File: config.mk
export PLATFORM = sky130hd
export DESIGN_NAME = keypad_entry_ctrl_flat
export DESIGN_NICKNAME = d
export VERILOG_FILES = /design/src/rtl/keypad_entry_if.sv /design/src/rtl/keypad_entry_ctrl.sv /design/src/flat_wrapper.sv
export SDC_FILE = /design/constraint.sdc
export NUM_CORES = 1
export LEC_CHECK = 0
export BUFFER_PORTS_ARGS = -buffer_cell sky130_fd_sc_hd__buf_2
export CAP_MARGIN = 20
export CORE_MARGIN = 4
export CORE_UTILIZATION = 40
export CTS_CLUSTER_DIAMETER = 50
export CTS_CLUSTER_SIZE = 20
export DETAILED_ROUTE_END_ITERATION = 6
export GPL_TIMING_DRIVEN = 0
export PLACE_DENSITY = 0.7
export SLEW_MARGIN = 20
export SYNTH_ARGS = -nofsm -noshare
export SYNTH_HDL_FRONTEND = slang
export SYNTH_SLANG_ARGS = --single-unit
File: constraint.sdc
create_clock -name clk -period 4.3 [get_ports clk]
set_input_delay 0.215 -clock clk [delete_from_list [all_inputs] [get_ports clk]]
set_output_delay 0.215 -clock clk [all_outputs]
set_load 0.01 [all_outputs]
File: src/rtl/keypad_entry_if.sv
// keypad_entry_if: bundles the keypad event inputs, the entry valid/ready
// handshake and the display/status outputs of keypad_entry_ctrl.
//
// Handshake: entry_valid/entry_value/entry_len are driven by the controller
// and stay stable while entry_valid is high; a transfer happens on every
// rising clk edge where entry_valid && entry_ready, and entry_ready may be
// raised before entry_valid.
interface keypad_entry_if #(
    parameter int DIGITS = 4
);
    logic                  key_flag;
    logic [3:0]            key_value;
    logic                  entry_ready;
    logic                  entry_valid;
    logic [4*DIGITS-1:0]   entry_value;
    logic [3:0]            entry_len;
    logic [4*DIGITS-1:0]   disp_bcd;
    logic                  key_reject;
    logic                  timeout_pulse;
    logic                  busy;

    // Controller side
    modport master (
        input  key_flag, key_value, entry_ready,
        output entry_valid, entry_value, entry_len, disp_bcd,
               key_reject, timeout_pulse, busy
    );

    // Scanner / consumer side
    modport slave (
        output key_flag, key_value, entry_ready,
        input  entry_valid, entry_value, entry_len, disp_bcd,
               key_reject, timeout_pulse, busy
    );
endinterface

File: src/rtl/keypad_entry_ctrl.sv
// keypad_entry_ctrl: multi-digit BCD entry controller behind the 4x4 keypad
// scanner. Digits shift in at [3:0]; backspace, clear and enter edit the
// buffer; a completed entry is offered through a valid/ready handshake.
// Optional idle auto-abort is compiled in when KEY_ENTRY_TIMEOUT_EN is
// defined; otherwise timeout_pulse is constant 0.
module keypad_entry_ctrl #(
    parameter int DIGITS      = 4,
    parameter int TIMEOUT_CYC = 250_000_000
) (
    input  logic            clk,
    input  logic            rst_n,
    keypad_entry_if.master  bus,
    output logic [1:0]      dbg_state,
    output logic [3:0]      dbg_len
);
    localparam int W = 4 * DIGITS;

    localparam logic [1:0] ST_IDLE   = 2'd0;
    localparam logic [1:0] ST_ENTRY  = 2'd1;
    localparam logic [1:0] ST_SUBMIT = 2'd2;

    logic [1:0]   state;
    logic         evt_pend;
    logic [W-1:0] digits_q;
    logic [3:0]   len_q;
    logic         entry_valid_q;
    logic [W-1:0] entry_value_q;
    logic [3:0]   entry_len_q;
    logic         key_reject_q;
    logic         timeout_pulse_q;
    logic         to_hit;

    logic is_digit, is_enter, is_clear, is_bksp;

    // Key code classification for the event being decoded this cycle
    always_comb begin
        is_digit = (bus.key_value <= 4'd9);
        is_enter = (bus.key_value == 4'hE);
        is_clear = (bus.key_value == 4'hF);
        is_bksp  = (bus.key_value == 4'hA);
    end

`ifdef KEY_ENTRY_TIMEOUT_EN
    localparam int TW = (TIMEOUT_CYC > 1) ? $clog2(TIMEOUT_CYC) : 1;
    logic [TW-1:0] to_cnt;

    // Expiry only when no key event competes; an event wins and reloads
    assign to_hit = (state == ST_ENTRY) && !evt_pend &&
                    (to_cnt == TW'(TIMEOUT_CYC - 1));

    // Idle counter: runs in ENTRY only, restarts on every key event
    always_ff @(posedge clk) begin
        if (!rst_n) begin
            to_cnt <= '0;
        end else if (state != ST_ENTRY || evt_pend || to_hit) begin
            to_cnt <= '0;
        end else begin
            to_cnt <= to_cnt + 1'b1;
        end
    end
`else
    // Abort path absent; TIMEOUT_CYC has no effect in this build
    assign to_hit = 1'b0 & (TIMEOUT_CYC != 0);
`endif

    // Event capture, editing FSM, handshake and one-cycle status pulses
    always_ff @(posedge clk) begin
        if (!rst_n) begin
            state           <= ST_IDLE;
            evt_pend        <= 1'b0;
            digits_q        <= '0;
            len_q           <= 4'd0;
            entry_valid_q   <= 1'b0;
            entry_value_q   <= '0;
            entry_len_q     <= 4'd0;
            key_reject_q    <= 1'b0;
            timeout_pulse_q <= 1'b0;
        end else begin
            evt_pend        <= bus.key_flag;
            key_reject_q    <= 1'b0;
            timeout_pulse_q <= 1'b0;
            case (state)
                ST_IDLE: begin
                    if (evt_pend) begin
                        if (is_digit) begin
                            digits_q <= W'(bus.key_value);
                            len_q    <= 4'd1;
                            state    <= ST_ENTRY;
                        end else if (!is_clear) begin
                            key_reject_q <= 1'b1;
                        end
                    end
                end
                ST_ENTRY: begin
                    if (evt_pend) begin
                        if (is_digit) begin
                            if (len_q < 4'(DIGITS)) begin
                                digits_q <= (digits_q << 4) | W'(bus.key_value);
                                len_q    <= len_q + 4'd1;
                            end else begin
                                key_reject_q <= 1'b1;
                            end
                        end else if (is_bksp) begin
                            digits_q <= digits_q >> 4;
                            len_q    <= len_q - 4'd1;
                            if (len_q == 4'd1) begin
                                state <= ST_IDLE;
                            end
                        end else if (is_clear) begin
                            digits_q <= '0;
                            len_q    <= 4'd0;
                            state    <= ST_IDLE;
                        end else if (is_enter) begin
                            entry_value_q <= digits_q;
                            entry_len_q   <= len_q;
                            entry_valid_q <= 1'b1;
                            state         <= ST_SUBMIT;
                        end else begin
                            key_reject_q <= 1'b1;
                        end
                    end else if (to_hit) begin
                        digits_q        <= '0;
                        len_q           <= 4'd0;
                        timeout_pulse_q <= 1'b1;
                        state           <= ST_IDLE;
                    end
                end
                ST_SUBMIT: begin
                    // Keys are ignored until the entry has been taken
                    if (evt_pend) begin
                        key_reject_q <= 1'b1;
                    end
                    if (entry_valid_q && bus.entry_ready) begin
                        entry_valid_q <= 1'b0;
                        digits_q      <= '0;
                        len_q         <= 4'd0;
                        state         <= ST_IDLE;
                    end
                end
                default: begin
                    state <= ST_IDLE;
                end
            endcase
        end
    end

    assign bus.entry_valid   = entry_valid_q;
    assign bus.entry_value   = entry_value_q;
    assign bus.entry_len     = entry_len_q;
    assign bus.disp_bcd      = digits_q;
    assign bus.key_reject    = key_reject_q;
    assign bus.timeout_pulse = timeout_pulse_q;
    assign bus.busy          = (state != ST_IDLE);
    assign dbg_state         = state;
    assign dbg_len           = len_q;
endmodule

File: src/flat_wrapper.sv
// flat-port wrapper written by rule: the top's interface ports become plain ports
module keypad_entry_ctrl_flat 
#(
    parameter int DIGITS      = 4,
    parameter int TIMEOUT_CYC = 250_000_000
)
  (clk, rst_n, dbg_state, dbg_len, bus_key_flag, bus_key_value, bus_entry_ready, bus_entry_valid, bus_entry_value, bus_entry_len, bus_disp_bcd, bus_key_reject, bus_timeout_pulse, bus_busy);
  keypad_entry_if #(.DIGITS(DIGITS)) bus_i ();
  input  logic clk;
  input  logic rst_n;
  output logic [1:0] dbg_state;
  output logic [3:0] dbg_len;
  input wire logic [$bits(bus_i.key_flag)-1:0] bus_key_flag;
  input wire logic [$bits(bus_i.key_value)-1:0] bus_key_value;
  input wire logic [$bits(bus_i.entry_ready)-1:0] bus_entry_ready;
  output wire logic [$bits(bus_i.entry_valid)-1:0] bus_entry_valid;
  output wire logic [$bits(bus_i.entry_value)-1:0] bus_entry_value;
  output wire logic [$bits(bus_i.entry_len)-1:0] bus_entry_len;
  output wire logic [$bits(bus_i.disp_bcd)-1:0] bus_disp_bcd;
  output wire logic [$bits(bus_i.key_reject)-1:0] bus_key_reject;
  output wire logic [$bits(bus_i.timeout_pulse)-1:0] bus_timeout_pulse;
  output wire logic [$bits(bus_i.busy)-1:0] bus_busy;
  assign bus_i.key_flag = bus_key_flag;
  assign bus_i.key_value = bus_key_value;
  assign bus_i.entry_ready = bus_entry_ready;
  assign bus_entry_valid = bus_i.entry_valid;
  assign bus_entry_value = bus_i.entry_value;
  assign bus_entry_len = bus_i.entry_len;
  assign bus_disp_bcd = bus_i.disp_bcd;
  assign bus_key_reject = bus_i.key_reject;
  assign bus_timeout_pulse = bus_i.timeout_pulse;
  assign bus_busy = bus_i.busy;
  keypad_entry_ctrl #(.DIGITS(DIGITS), .TIMEOUT_CYC(TIMEOUT_CYC)) u_core (.clk(clk), .rst_n(rst_n), .bus(bus_i), .dbg_state(dbg_state), .dbg_len(dbg_len));
endmodule
==> metrics <==
status=completed; vias in the first global route=2,062; drt drc=0; CP max FO=10; Post-Place Worst Slack=2.23 ns; P per Cell Area=499 nW/um^2; HP Start=bus_key_flag; final setup TNS=0 ns; footprint of the multi-input gates=1220 um^2; Startpoint Class=flip-flop; # setup viols final=0; CP Class=flip-flop to flip-flop; RSZ-0062 raised after global routing=false; worst r2r dst=u_core.bus.disp_bcd[2]; via count=2,098; grt ovf=0; antenna viol nets, final=0; number of synthesized flops with an enable pin=0; share of cells above drive strength 1=approximately 28%; final core utilization=49.4%; clk_skew=between 0.01 and 0.015 ns; Setup Fix Bufs, Post-CTS=0; Mapped Nets=278; Die ar.=6930 um^2; clock buffer depth=2; first-pass GRT wire length=just over 10 mm; total of max-cap violations=0; antenna violations before repair=0; post-synth cell types=between 50 and 60; clock-pin slew on the worst setup and hold paths=0.09 ns; Area Overhead vs Synth=20.2%; 1st-iter DRT viols=170; end of the worst hold path=u_core.evt_pend; clock sinks=45; Root Buffer=clkbuf_8; total power=1.36 mW; worst setup margin=2.17 ns; Die H=about 83 um; IO Pins=54; worst path required time=4.53 ns; largest net degree at the start of global routing=15; synthesized area per cell=8.62 um^2; Nets=336; R2R cell count=6; H-tree levels=2; Peak Freq=470 MHz; Hold Crit Depth=2; warnings from Yosys=0; clk_lat worst skew=0.31 ns; Register Area=901 um^2; Synth Register Bits=between 40 and 50; CP arrival=2.35 ns; fill cell count=543; worst reg-to-reg setup slack=2.17 ns; CTS tree=done; final WL=5.99 mm; Avg WL per Cell=about 15 um; Slew Limit Fails=0; Detailed Place HPWL=4.31 mm; Worst-Margin Slew=0.718 ns; Mapped Area=2270 um^2; final hold slack=about 0.14 ns; gpl congestion=0.863; Pre-antenna DRT Iters=4; Worst slew margin=52.1%; Async S/R FF share, synth=0%; core area=5510 um^2; min Tclk post-route=~2.1 ns; Die W=83.3 um; HP Class=primary input to flip-flop; Final Hold Viols=0; IO buf count=51; Synth Flop Type=dfxtp_1; std cell rows=27; clock buffer count from CTS=5; final critical-path share of the clock period=49.5%; Lkg Pwr=1.12 nW; Initial Util=41.1%; GRT Total Usage=17.9%; reg-to-reg startpoint=u_core.dbg_state[0]; ANT cells=0; sequential share of the synthesized area=39.8%; hold-fix buffers at CTS=0; Mapped Cells=263; post-CTS resize count=0; Vias/cell=5.32; VDD IR-drop max=0.000203 V; Worst Setup End Kind=flip-flop
## kinds of logic after synthesis
group	Yosys count	synth area share, %
simple gates	89	19.7
fa+ha+maj	7	3.87
buf+inv	30	6.52
other cells	1	0.165
mux	9	4.03
flops	45	39.8
xor+xnor	1	0.387
compound gates	81	25.6
## metrics by stage
| stage | instance area (um^2) | instances |
|---|---|---|
| detailed placement | 2610 | 386 |
| CTS | 2720 | 394 |
| global route | 2720 | 394 |
| floorplan | 2270 | 263 |
| finish | 2720 | 394 |
| global placement | 2610 | 386 |
## layout make-up
| class | instances | share of cell area (%) |
|---|---|---|
| sequential | 45 | 33.1 |
| inverter | 12 | 1.65 |
| clock buffer | 6 | 2.67 |
| timing repair buffer | 51 | 9.38 |
| tap | 72 | 3.31 |
| multi-input combinational | 188 | 44.7 |
| clock inverter | 2 | 1.42 |
| buffer | 18 | 3.77 |
## worst max path at each step
stage,start,end,cells past startpoint
4_1_cts,u_core.dbg_state[0],u_core.bus.disp_bcd[2],6
2_1_floorplan,u_core.dbg_state[1],u_core.bus.disp_bcd[10],8
3_5_place_dp,u_core.dbg_state[0],u_core.bus.disp_bcd[2],6
5_1_grt,u_core.dbg_state[1],u_core.bus.disp_bcd[2],6
6_report,u_core.dbg_state[0],u_core.bus.disp_bcd[2],6
3_3_place_gp,u_core.dbg_state[0],u_core.bus.disp_bcd[2],6
## critical path, cell delays in order (launching register included)
cell      delay (ns)
dfxtp_1         0.41
inv_1           0.08
ha_1            0.40
nand2_1         0.16
nor4_4          0.53
a22oi_1         0.23
a211oi_2        0.24
## state kept, by name (all words and copies together), names as in the netlist
register	flops
u_core.bus.key_reject	1
u_core.bus.entry_value	16
u_core.dbg_len	4
u_core.bus.entry_len	4
u_core.evt_pend	1
u_core.dbg_state	2
u_core.bus.disp_bcd	16
u_core.bus.entry_valid	1
## cell usage in the layout (no fill, tap or decap), types with 2 or more instances in the layout
master and instances:
buf_4 2, and3b_1 2, clkbuf_1 8, inv_1 11, nand2_1 59, buf_2 58, a211oi_2 11, a22oi_1 10
a21oi_1 35, nor2_1 4, o31ai_1 3, a211oi_1 3, o211ai_1 2, nand4_1 3, o21ai_0 4, dfxtp_1 45
nor3_1 2, mux2i_1 8, clkbuf_8 5, ha_1 7, nand3_1 7
## cells in the mapped netlist, types with 2 or more instances
library cell	count	share of area, %
a211oi_1	3	0.99
a211oi_2	11	6.1
a21oi_1	35	7.7
a22oi_1	10	3.3
and3b_1	2	0.77
buf_2	7	1.5
buf_4	2	0.66
clkbuf_1	7	1.2
dfxtp_1	45	40
ha_1	7	3.9
inv_1	11	1.8
mux2i_1	8	3.5
nand2_1	59	9.8
nand3_1	7	1.5
nand4_1	3	0.83
nor2_1	4	0.66
nor3_1	2	0.44
o211ai_1	2	0.66
o21ai_0	4	0.88
o31ai_1	3	0.99
## metal layers
layer	part of all wire, %	global-route usage (%)	up-vias
li1	-	-	1042
met1	45	23.2	973
met2	46	28.1	71
met3	6.9	5.65	12
met4	2.1	5.94	0
met5	0	0	-
## power by group
part	internal [mW]	switching (mW)	leakage [nW]
registers	0.478	0.0854	0.365
clock network	0.175	0.155	0.0554
logic	0.194	0.272	0.704
Power figures use the tool's default switching activity.
